===== src/rtl/twos_complement_negator_seq.sv =====
// ---------------------------------------------------------------------------
// twos_complement_negator_seq
//
// Shared sign-conditioning unit. It produces the ones' complement, the two's
// complement negation, the absolute value, or a pass-through copy of a
// WIDTH-bit operand. The operand is processed CHUNK bits per cycle with a
// registered carry, so no full-width incrementer is needed.
//
// Ports:
//   clock     in   single clock, rising edge
//   reset     in   synchronous, active-high reset
//   start     in   request, accepted only while ready=1
//   mode      in   2'b00 ones' complement, 2'b01 negate,
//                  2'b10 absolute value, 2'b11 pass-through
//   data_in   in   operand (sampled together with start)
//   ready     out  unit idle, a start will be accepted
//   busy      out  chunk processing in progress
//   done      out  one-cycle pulse, data_out/overflow just updated
//   data_out  out  result register, holds until the next completion
//   overflow  out  result not representable (negating the most negative value)
//
// State | meaning
// ------+---------------------------------------------------------------
// IDLE  | waiting for start; operand and derived flags latched on accept
// RUN   | one chunk per cycle: chunk <= (chunk ^ invert) + carry
// DONE  | single cycle with done=1, then back to IDLE
// ---------------------------------------------------------------------------
module twos_complement_negator_seq #(
    parameter int WIDTH = 32,
    parameter int CHUNK = 8
) (
    input  logic             clock,
    input  logic             reset,
    input  logic             start,
    input  logic [1:0]       mode,
    input  logic [WIDTH-1:0] data_in,
    output logic             ready,
    output logic             busy,
    output logic             done,
    output logic [WIDTH-1:0] data_out,
    output logic             overflow
);

    localparam int N     = WIDTH / CHUNK;
    localparam int CNT_W = (N > 1) ? $clog2(N) : 1;

    typedef enum logic [1:0] {
        S_IDLE = 2'd0,
        S_RUN  = 2'd1,
        S_DONE = 2'd2
    } state_e;

    state_e             state_q, state_d;
    logic [CNT_W-1:0]   cnt_q, cnt_d;
    logic               carry_q, carry_d;
    logic               invert_q, invert_d;
    logic               ovf_pend_q, ovf_pend_d;
    logic [WIDTH-1:0]   work_q, work_d;
    logic [WIDTH-1:0]   data_out_q, data_out_d;
    logic               overflow_q, overflow_d;

    logic [CHUNK-1:0]   cur_chunk;
    logic [CHUNK:0]     chunk_sum;
    logic               last_chunk;
    logic               neg_op;
    logic               is_min;

    // Select the chunk addressed by the counter.
    always_comb begin
        cur_chunk = '0;
        for (int k = 0; k < N; k++) begin
            if (cnt_q == CNT_W'(k)) begin
                cur_chunk = work_q[k*CHUNK +: CHUNK];
            end
        end
    end

    assign chunk_sum  = {1'b0, cur_chunk ^ {CHUNK{invert_q}}} + {{CHUNK{1'b0}}, carry_q};
    assign last_chunk = (cnt_q == CNT_W'(N - 1));

    // Negation is needed for mode 01 always, and for mode 10 on a negative operand.
    assign neg_op = (mode == 2'b01) || ((mode == 2'b10) && data_in[WIDTH-1]);
    assign is_min = (data_in == {1'b1, {(WIDTH-1){1'b0}}});

    always_comb begin
        state_d    = state_q;
        cnt_d      = cnt_q;
        carry_d    = carry_q;
        invert_d   = invert_q;
        ovf_pend_d = ovf_pend_q;
        work_d     = work_q;
        data_out_d = data_out_q;
        overflow_d = overflow_q;

        case (state_q)
            S_IDLE: begin
                if (start) begin
                    work_d     = data_in;
                    cnt_d      = '0;
                    carry_d    = neg_op;
                    invert_d   = (mode == 2'b00) || neg_op;
                    // Only the most negative value cannot be negated; the
                    // chunked add then wraps back to the operand itself.
                    ovf_pend_d = ((mode == 2'b01) || (mode == 2'b10)) && is_min;
                    state_d    = S_RUN;
                end
            end
            S_RUN: begin
                for (int k = 0; k < N; k++) begin
                    if (cnt_q == CNT_W'(k)) begin
                        work_d[k*CHUNK +: CHUNK] = chunk_sum[CHUNK-1:0];
                    end
                end
                carry_d = chunk_sum[CHUNK];
                if (last_chunk) begin
                    // Final carry-out is dropped: it is only the wrap of the top chunk.
                    cnt_d      = '0;
                    data_out_d = work_d;
                    overflow_d = ovf_pend_q;
                    state_d    = S_DONE;
                end else begin
                    cnt_d = cnt_q + CNT_W'(1);
                end
            end
            S_DONE: begin
                state_d = S_IDLE;
            end
            default: begin
                state_d = S_IDLE;
            end
        endcase
    end

    always_ff @(posedge clock) begin
        if (reset) begin
            state_q    <= S_IDLE;
            cnt_q      <= '0;
            carry_q    <= 1'b0;
            invert_q   <= 1'b0;
            ovf_pend_q <= 1'b0;
            work_q     <= '0;
            data_out_q <= '0;
            overflow_q <= 1'b0;
        end else begin
            state_q    <= state_d;
            cnt_q      <= cnt_d;
            carry_q    <= carry_d;
            invert_q   <= invert_d;
            ovf_pend_q <= ovf_pend_d;
            work_q     <= work_d;
            data_out_q <= data_out_d;
            overflow_q <= overflow_d;
        end
    end

    assign ready    = (state_q == S_IDLE);
    assign busy     = (state_q == S_RUN);
    assign done     = (state_q == S_DONE);
    assign data_out = data_out_q;
    assign overflow = overflow_q;

endmodule

===== config.mk =====
export PLATFORM = sky130hd
export DESIGN_NAME = twos_complement_negator_seq
export DESIGN_NICKNAME = d
export VERILOG_FILES = /design/src/rtl/twos_complement_negator_seq.sv
export SDC_FILE = /design/constraint.sdc
export NUM_CORES = 1
export LEC_CHECK = 0
export ABC_AREA = 1
export BUFFER_PORTS_ARGS = -buffer_cell sky130_fd_sc_hd__buf_2
export CAP_MARGIN = 20
export CORE_MARGIN = 4
export CORE_UTILIZATION = 55
export CTS_BUF_LIST = sky130_fd_sc_hd__clkbuf_4 sky130_fd_sc_hd__clkbuf_8
export DETAILED_ROUTE_END_ITERATION = 16
export PLACE_DENSITY = 0.79
export SETUP_SLACK_MARGIN = 0.1
export SYNTH_ARGS = -nofsm -noshare
export SYNTH_HDL_FRONTEND = slang
export SYNTH_SLANG_ARGS = --single-unit
export TNS_END_PERCENT = 50

===== constraint.sdc =====
create_clock -name clock -period 3 [get_ports clock]
set_input_delay 0.45 -clock clock [delete_from_list [all_inputs] [get_ports clock]]
set_output_delay 0.45 -clock clock [all_outputs]
set_load 0.02 [all_outputs]

# Yosys cells after proc, flatten, opt, wreduce, memory -nomap -nowiden
# Index checks and enable logic that the tools add are counted.
# totals
output_inout_bits	36
in_bits	37
register_bits	72
word_cells	52
# op_classes
addsub	2
bitwise_logic	1
n_mux	18
n_eq_ne	10
n_reduce_logical	13
# op_table
cell	n
two-way mux 8 bit	8
one-hot mux 32 bit (2 select lines)	1
== test 32 bit (second input constant)	1
two-way mux 32 bit	1
adder 8 x 1 -> 9 bit	1
== test 2 bit (second input constant)	4
two-way mux 2 bit	4
one-hot mux 2 bit (2 select lines)	2
AND reduction 2 bit	4
bitwise XOR 8 bit	1
== test 2 x 1 -> 1 bit (second input constant)	3
logical NOT 2 bit	3
logical OR 1 bit	3
adder 2 x 1 -> 2 bit (second input constant)	1
logical AND 1 bit	2
inequality test 2 x 1 -> 1 bit (second input constant)	1
inequality test 2 bit (second input constant)	1
one-hot mux 1 bit (2 select lines)	1
nonzero test 2 bit	1
two-way mux 1 bit	1

# Logic depth before layout (Yosys ltp)
# Gate-level depths: netlist (run 1).
# depth
word_depth	9
ltp_mapped	20
depth_no_buf	18

# Worst setup path before layout (run 1)
# OpenSTA, ideal clock, no wires.
# synth_path
path_type	reg2reg
startpoint	register cnt_q[0]
endpoint	register data_out_q[20] (netlist: data_out[20])
t_required_ns	2.891
path_stages_with_launch	18
arrival_time_ns	2.528
setup_time_ns	0.109
slack_ns	0.364
path_buffers	2
synth_period_minus_slack_ns	2.636
cell_sequence	dfxtp_1 > inv_1 > ha_1 > buf_4 > buf_2 > a21oi_1 > o21ai_0 > o21ai_0 > xor2_1 > ha_1 > ha_1 > nand3_1 > nor2_4 > xor2_2 > nand2_1 > nand2_1 > a21o_1 > inv_1
# synth_via
elab_chain_len	8
elab_cells_between_ends	12
classes_between	1 x add/sub; 3 x eq/ne; 5 x mux; 1 x bitwise; 2 x reduce/logical
# synth_rtl
item	line	text
start, declared	54	logic [CNT_W-1:0] cnt_q, cnt_d;
start signal, assigned	146	cnt_q <= cnt_d;
logical NOT 2 bit	72	if (cnt_q == CNT_W'(k)) begin
two-way mux 8 bit (4 in series)	72	
bitwise XOR 8 bit	78	assign chunk_sum = {1'b0, cur_chunk ^ {CHUNK{invert_q}}} + {{CHUNK{1'b0}}, carry_q};
adder 8 x 1 -> 9 bit	78	
two-way mux 8 bit	110	if (cnt_q == CNT_W'(k)) begin
end signal, assigned	151	data_out_q <= data_out_d;
end, declared	59	logic [WIDTH-1:0] data_out_q, data_out_d;
# Parallel ways exist; a longest one is shown, timed or not.
# A chain may end at the register's enable or synchronous reset.

# Final worst setup path (run 1)
# layout_path
startpoint	register cnt_q[1]
endpoint	register work_q[18]
# layout_via
elab_chain_len	9
elab_cells_between_ends	12
classes_between	1 x add/sub; 3 x eq/ne; 6 x mux; 1 x bitwise; 1 x reduce/logical
# layout_rtl
item	line	text
logical NOT 2 bit	72	
two-way mux 8 bit (4 in series)	72	
bitwise XOR 8 bit	78	
adder 8 x 1 -> 9 bit	78	
two-way mux 8 bit *	110	
one-hot mux 32 bit (2 select lines) *	95	case (state_q)
end signal, assigned	150	work_q <= work_d;
end, declared	58	logic [WIDTH-1:0] work_q, work_d;
# Mark *: on every way between the ends. The rest lies on a longest branch, timed or not.

==> impl_metrics.ini, run 1 <==
[clocking]
clock_latency_ns = 0.35
cts_tree = built
path_clk_slew_ns = 0.09
cts_hold_buf = 0
cts.htree.levels = 3
clock-root-buffer = clkbuf_8
cts_buffers = 9
cts_buffer_depth = 2
clkSinkCount = 72

[yosys]
synth_edf_count = 0
synthesis.area_um2 = 4159
synth_area_per_cell_um2 = 6.591
synthArstFlopShare_pct = 0
yosysSeqAreaShare_pct = 34.66
synth-main-ff-cell = dfxtp_1
synth_cell_types = 41
synth_cells = 631
ys_ff_latch = 72
syn-num-nets = 677
ys_warn_count = 0

[place]
gp_congestion = 0.9740
port_buffers = 72
dp_hpwl_um = 9203
placed_cells = 782

[setup_path]
slowest_delay_ns = 0.34
rr_startpoint = cnt_q[1]
cp-start-kind = flop
cp_slowest_cell = dfxtp_2
worstPathCellList = inv_1 > ha_2 > clkinv_4 > nand2_2 > o22ai_1 > o21ai_1 > o21ai_0 > xor2_1 > ha_2 > ha_2 > xor2_1 > o21ai_0 > o21ai_0 > a21oi_1
rrSetupSlack_ns = 0.34
cp.required_ns = 3.22
path_class = reg2reg
cp_max_fo = 6
regToRegEndpoint = work_q[18]
cp-end-kind = flop
rr_worst_depth = 14
worstPathArrival_ns = 2.88

[detailed_routing]
dr_wl_met2_um = 6158
drtIter0Drc = 435
routed_wl_um = 12910
route.met3.wl_um = 1190
vias = 4472
firstDrtPassIters = 5
wl_per_cell_um = 16.13
met1_length_um = 5195
drtAntennaViolNets = 0
drc = 0
top_layer_used = met4
vias_per_cell = 5.590

[finish]
final_cells = 800
final_core_util_pct = 66.42
fillCellCount = 684
layout.nets = 742
final_cell_mix = nand2_1, inv_1, buf_2
multi_input_area_um2 = 2263
synthToLayoutAreaGrowth_pct = 16.46
antenna_cells = 0
regArea_um2 = 1444
drive_gt1_share_pct = 20.83
final_common_cell = nand2_1

[timing]
drv_slew = 0
worst_slew_pin_slew_ns = 0.6316
maxSlewHeadroom_pct = 57.85
finalSetupViolations = 0
period_needed_ns = 2.663
finalCritPeriodShare_pct = 88.78
rsz0062_at_grt = no
final.setup_skew_ns = 0.01459
hold_viol = 0
tns_ns = 0
fmax_ghz = 0.3755

[floorplanning]
die_y_um = 94.96
die_area_um2 = 9017
num_rows = 31
die_w_um = 94.96
core_area_um2 = 7292
start_util_pct = 57.04
num_io_pins = 73

[status]
outcome = finished, final reports clean

[hold_path]
hold_path_startpoint = data_in[2]
hold_path_depth = 3
hold_path_class = in2reg
hold_end = work_q[2]

[pwr]
power_density_nw_per_um2 = 517.0
power.leakage_nw = 2.397
ir_worst_vdd_mv = 0.2839

[grt]
grt_max_degree = 34
antenna_found_initial = 0
grt_pass1_vias = 4267
grt_remaining_overflow = 0
grt_usage_pct = 29.68
grt_pass1_wl_um = 20650

[flow_run]
maxCapViolCount = 0
-- final cells by class --
cell class | instances | share of cell area (%)
Multi-Input combinational cell | 443 | 46.73
Clock buffer | 9 | 2.557
Inverter | 82 | 6.458
Tap cell | 99 | 2.557
Timing Repair Buffer | 88 | 9.920
Sequential cell | 72 | 29.81
Clock inverter | 7 | 1.963
-- where the power goes --
part,internal [W],switching [W]
sequential,0.00100,0.0000323
clock,0.000470,0.000394
combinational,0.000193,0.000413
total,0.00166,0.000839
-- state kept, by name, indices dropped and copies added, names as in the netlist --
register and flops:
work_q 32, overflow 1, cnt_q 2, carry_q 1
data_out 32, ovf_pend_q 1, state_q 2, invert_q 1
-- kinds of logic (layout without fill, tap and decap cells) --
group	Yosys count	count (layout)	share of synthesized area, %
and+or+nand+nor	309	309	33.15
AOI/OAI and AO/OA	122	122	17.00
buffers and inverters	116	186	11.67
DFF	72	72	34.66
adders and majority gates	9	9	2.708
xor gates and xnor gates	3	3	0.8125
-- metrics by stage --
step	cell area [µm²]	setup slack, ns	hold WS, ns	total power, W
5_1_grt	4843	0.1318	0.3985	0.002618
6_report	4843	0.3367	0.3817	0.002504
3_3_place_gp	4573	0.3481	0.4545	0.001608
4_1_cts	4792	0.1837	0.3804	0.002472
3_5_place_dp	4573	0.1761	0.4641	0.001623
2_1_floorplan	4159	0.3637	0.4457	0.001457
-- metal layers --
metal	GRT usage, %	vias to the layer above
met4	13.34	0
met1	37.64	2012
met5	0	-
met2	48.74	255
li1	-	2172
met3	5.737	33
-- how the worst max path moves through the flow --
stage,slack (ns),endpoint,depth (start not counted),startpoint
after floorplan,0.36,data_out[20],17,cnt_q[0]
after global placement,0.35,data_out[20],17,cnt_q[1]
after detailed placement,0.18,data_out[20],17,cnt_q[1]
after CTS,0.18,data_out[12],17,cnt_q[1]
after global routing,0.13,work_q[14],18,cnt_q[1]
final,0.34,work_q[18],14,cnt_q[1]
-- critical path, delay by kind of cell, from the launching register on --
family | cells | cell delay (ns)
AOI/OAI and AO/OA | 6 | 0.81
adders and majority gates | 3 | 0.63
xor gates and xnor gates | 2 | 0.50
DFF | 1 | 0.34
buffers and inverters | 2 | 0.16
and+or+nand+nor | 1 | 0.10
-- what timing repair did --
action,4_1_cts,5_1_grt
setup endpoints to repair,0,28
setup buffers,0,2
gates resized for setup,0,11
-- Yosys cell counts (2+ instances only) --
cell type,number,area [µm²]
nor3_1,2,10.01
xor2_1,2,17.52
o211ai_1,16,120.1
ha_1,9,112.6
buf_4,2,15.01
nand4_1,2,12.51
buf_6,3,33.78
nand3_2,7,70.07
dfxtp_1,72,1441
o21bai_1,3,22.52
clkbuf_1,14,52.55
nand2_2,9,56.30
o21ai_1,4,20.02
a31oi_1,3,18.77
nor2_1,28,105.1
a21o_1,3,22.52
nor2_2,4,25.02
a21oi_1,40,200.2
o22ai_1,2,12.51
o21ai_0,40,200.2
o221ai_1,3,26.28
nor2_4,3,33.78
o21a_1,4,30.03
or2_2,2,12.51
inv_2,4,15.01
o21ai_2,2,17.52
inv_1,76,285.3
nand2_1,182,683.2
nor4_1,7,43.79
buf_2,14,70.07
nand3_1,59,295.3
(Power assumes the default switching activity.)
==> run 2, diff against run 1 <==
- CELL_PAD_IN_SITES_DETAIL_PLACEMENT: not set -> 0
- CELL_PAD_IN_SITES_GLOBAL_PLACEMENT: not set -> 1
- CORE_UTILIZATION: 55 -> 41
- PLACE_DENSITY: 0.79 -> 0.87
==> run 2 against run 1 <==
- critical path depth increased by 3
- clock-buffer cell count increased by 3
- combinational power decreased by 2%
- setup slack improved by 0.0017 ns
- via count decreased by 3.6%
- fmax about the same
- die area increased by 31%
==> impl_metrics.ini, run 2 (synthesis results as in run 1) <==
[pwr]
power.net_switching_w = 0.0008111
power_frac_clock_pct = 29.9
power.leakage_nw = 2.371
seq_power_share_pct = 44.5
ir_worst_vdd_mv = 0.1990
power_density_nw_per_um2 = 480.5
combPwrFrac_pct = 25.6
p_int_w = 0.001519
p_sw_share_pct = 34.82

[status]
outcome = finished, final reports clean

[detailed_routing]
drc = 0
drtIter0Drc = 269
vias_per_cell = 5.168
wl_per_cell_um = 15.87
drtAntennaViolNets = 0
routed_wl_um = 13230
firstDrtPassIters = 5
vias = 4310

[finish]
final_cells = 834
drive_gt1_share_pct = 21.26
antenna_cells = 0
layout.nets = 743
final_common_cell = nand2_1
final_cell_mix = nand2_1, inv_1, buf_2
synthToLayoutAreaGrowth_pct = 16.58

[setup_path]
cp-end-kind = flop
slowest_delay_ns = 0.35
worstPathArrival_ns = 2.91
path_class = reg2reg
cp.required_ns = 3.25
cp-start-kind = flop
cp_max_fo = 5
worstPathCellList = inv_1 > ha_2 > clkinv_4 > nand2_2 > o22ai_1 > o21ai_0 > o21ai_1 > xor2_1 > ha_2 > ha_2 > nand3_2 > nor2_4 > nand3_2 > nand3_1 > nand3_1 > o211ai_1 > inv_1
rr_worst_depth = 17
crit_path_frequent_cell = ha_2
cp_slowest_cell = dfxtp_2

[clocking]
cts.htree.levels = 3
clock-root-buffer = clkbuf_8
cts_tree = built
cts_buffer_depth = 2
cts_buffers = 9
cts_hold_buf = 0
clkSinkCount = 72
path_clk_slew_ns = 0.08
clock_latency_ns = 0.36

[floorplanning]
die_w_um = 108.7
core_area_um2 = 9819
num_rows = 36
num_io_pins = 73
die_area_um2 = 11820
die_y_um = 108.7
start_util_pct = 42.35

[timing]
hold_viol = 0
rsz0062_at_grt = no
final.setup_skew_ns = 0.01160
tns_ns = 0
finalCritPeriodShare_pct = 88.72
fmax_ghz = 0.3757
holdWs_ns = 0.3782
period_needed_ns = 2.662
maxSlewHeadroom_pct = 66.00
finalSetupViolations = 0
drv_slew = 0
worst_slew_pin_slew_ns = 0.5100

[place]
port_buffers = 72
dp_hpwl_um = 9599
placed_cells = 817
gp_congestion = 0.8955

[flow_run]
maxCapViolCount = 0

[grt]
grt_max_degree = 47
grt_pass1_vias = 4047
grt_usage_pct = 22.98
grt_pass1_wl_um = 20980
grt_remaining_overflow = 0
antenna_found_initial = 0

[hold_path]
hold_path_depth = 3
hold_path_class = in2reg
[run 2: cell count changes in the layout (fill, tap and decap cells not counted), sizes merged]
cell / previous run / this run
clkbuf: 9 / 12
bufinv: 2 / 0
clkinv: 5 / 3
buf: 88 / 89
clkinvlp: 1 / 2
inv: 81 / 80
[run 2: area by class of cell]
class,instances,area [µm²]
well taps,133,166.4
fillers,1074,4971
flip-flops and latches,72,1444
multi-input cells,443,2271
inverters,82,312.8
repair buffers,89,488.0
clock buffers,12,146.4
clock inverters,3,20.02
[run 2: critical path: cells and delay by family, from the launching register on]
kind | cells | cell delay, ns
buf+inv | 3 | 0.21
flops | 1 | 0.35
xor+xnor | 1 | 0.15
fa+ha+maj | 3 | 0.62
simple gates | 6 | 0.79
compound gates | 4 | 0.44
[run 2: routing by layer]
| metal | vias to the layer above | wire [µm] | global-route usage, % |
|---|---|---|---|
| met1 | 1997 | 6170 | 31.20 |
| met3 | 19 | 712 | 3.789 |
| met2 | 133 | 6101 | 36.80 |
| met5 | - | 0 | 0 |
| met4 | 0 | 248 | 8.296 |
| li1 | 2161 | - | - |
[run 2: power groups by stage]
stage	clock, W	sequential [W]	combinational (W)
6_report	0.000697	0.00104	0.000596
5_1_grt	0.000752	0.00104	0.000669
4_1_cts	0.000715	0.00103	0.000581
3_5_place_dp	0	0.00106	0.000578
3_3_place_gp	0	0.00105	0.000572
2_1_floorplan	0	0.00105	0.000411
[run 2: path summary, 6_finish.rpt]
path	from	endpoint	slack, ns
max	cnt_q[1]	data_out[14]	0.34
min	data_in[2]	work_q[2]	0.38
max reg2reg	cnt_q[1]	data_out[14]	0.34
min reg2reg	data_out[8]	data_out[8]	0.47
[run 2: what timing repair did]
action	in CTS	in global routing
gates resized for setup	0	14
setup buffers	0	2
endpoints found under the setup margin	0	20
[run 2: per-stage QoR]
step                      power, W  setup slack [ns]  util [%]  cell area, µm²
after floorplan           0.001457            0.3637         -            4159
after global placement    0.001626            0.2781     47.08            4623
after detailed placement  0.001633            0.2319     47.08            4623
after CTS                 0.002330            0.2079     48.78            4790
after global routing      0.002463            0.1064     49.38            4848
final                     0.002330            0.3384     49.38            4848
==> run 3, diff against run 2 <==
- CORE_ASPECT_RATIO: not set -> 1.1
- CORE_MARGIN: 4 -> 3
==> run 3 against run 2 <==
- setup slack worse by 0.0050 ns
- clock skew down 0.0011 ns
- combinational power down 1%
==> impl_metrics.ini, run 3 (synthesis results as in run 1) <==
[clocking]
cts_tree = built
cts_buffer_depth = 2
clock_latency_ns = 0.36
cts_buffers = 9
clkSinkCount = 72
cts_hold_buf = 0
path_clk_slew_ns = 0.08
clock-root-buffer = clkbuf_8
cts.htree.levels = 3

[detailed_routing]
drtAntennaViolNets = 0
routed_wl_um = 13410
route.met3.wl_um = 691
wl_per_cell_um = 16.39
drtIter0Drc = 230
dr_wl_met2_um = 6216
top_layer_used = met4
firstDrtPassIters = 5
met1_length_um = 6216
drc = 0
vias = 4375
vias_per_cell = 5.348

[timing]
maxSlewHeadroom_pct = 43.61
worst_slew_pin_slew_ns = 0.8449
holdWs_ns = 0.3847
finalCritPeriodShare_pct = 88.89
rsz0062_at_grt = no
fin_ws_ns = 0.3333
period_needed_ns = 2.667
finalSetupViolations = 0
hold_viol = 0
fmax_ghz = 0.3750
drv_slew = 0
tns_ns = 0
final.setup_skew_ns = 0.01046

[floorplanning]
start_util_pct = 43.19
die_w_um = 102.0
core_area_um2 = 9629
num_io_pins = 73
num_rows = 37
die_y_um = 111.6
die_area_um2 = 11390

[finish]
layout.nets = 742
fillCellCount = 1019
antenna_cells = 0
final_cell_mix = nand2_1, inv_1, buf_2
final_cell_area_um2 = 4831
drive_gt1_share_pct = 20.40
final_common_cell = nand2_1
final_core_util_pct = 50.17
synthToLayoutAreaGrowth_pct = 16.16

[grt]
grt_remaining_overflow = 0
grt_usage_pct = 24.09
grt_pass1_wl_um = 21360
antenna_found_initial = 0
grt_max_degree = 30
grt_pass1_vias = 4235

[pwr]
ir_worst_vdd_mv = 0.2068
power.leakage_nw = 2.394
power_density_nw_per_um2 = 502.9

[status]
outcome = finished, final reports clean

[place]
port_buffers = 72
gp_congestion = 0.8888
dp_hpwl_um = 9658
placed_cell_area_um2 = 4596
dp_worst_setup_slack_ns = 0.2176

[hold_path]
hold_path_class = in2reg

[setup_path]
path_class = reg2reg
cp-end-kind = flop
cp-start-kind = flop
cp_max_fo = 4
worstPathArrival_ns = 2.88
cp.required_ns = 3.22

[flow_run]
maxCapViolCount = 0
==> run 3: cell count changes in the layout (fill, tap and decap cells not counted), sizes merged <==
| cell | delta |
|---|---|
| clkinvlp | -2 |
| bufinv | +1 |
| inv | +1 |
| clkinv | +3 |
| clkbuf | -2 |
| buf | -1 |
==> run 3: final timing paths <==
kind / slack, ns / to / cells past startpoint / from
worst max-delay path: 0.33 / work_q[30] / 17 / cnt_q[1]
worst min-delay path: 0.38 / work_q[2] / 3 / data_in[2]
worst max register to register: 0.33 / work_q[30] / 17 / cnt_q[1]
worst min register to register: 0.47 / data_out[8] / 2 / data_out[8]
==> run 3: metal layers <==
| layer | up-vias | global-route usage [%] |
|---|---|---|
| met5 | - | 0 |
| met4 | 0 | 7.699 |
| met3 | 20 | 4.637 |
| met2 | 134 | 39.36 |
| met1 | 2054 | 31.79 |
| li1 | 2167 | - |
==> run 3: area by class of cell <==
type,count,area (µm²),area share [%]
clock buffer,10,137.6,2.849
clock inverter,6,58.81,1.217
inverter,82,310.3,6.423
multi-input combinational,443,2253,46.65
sequential,72,1444,29.89
tap,117,146.4,3.030
timing repair buffer,88,480.5,9.946
==> run 3: power breakdown <==
part / switching [W] / internal [W]
Combinational: 0.000400 / 0.000189
Clock: 0.000401 / 0.000403
Sequential: 0.0000341 / 0.00100
==> run 3: critical path: stages, from the launching register on <==
cell     delay [ns]
dfxtp_2        0.36
inv_1          0.07
ha_1           0.22
inv_4          0.08
nand2_2        0.06
o22ai_1        0.10
o21ai_0        0.09
o21ai_0        0.09
xor2_1         0.17
ha_2           0.22
ha_1           0.20
nand3_1        0.15
nor2_4         0.21
nand3_2        0.12
nand2_1        0.11
nand2_1        0.11
nand2_1        0.08
a21oi_1        0.05
==> run 3: what timing repair did <==
action / 4_1_cts / 5_1_grt
setup buffers: 0 / 2
endpoints found under the setup margin: 0 / 20
resized for setup: 0 / 6
==> run 3: through the flow <==
step	power, W	cells
final	0.002429	818
after global routing	0.002553	818
after CTS	0.002419	816
after detailed placement	0.001630	800
after global placement	0.001621	800
after floorplan	0.001457	631
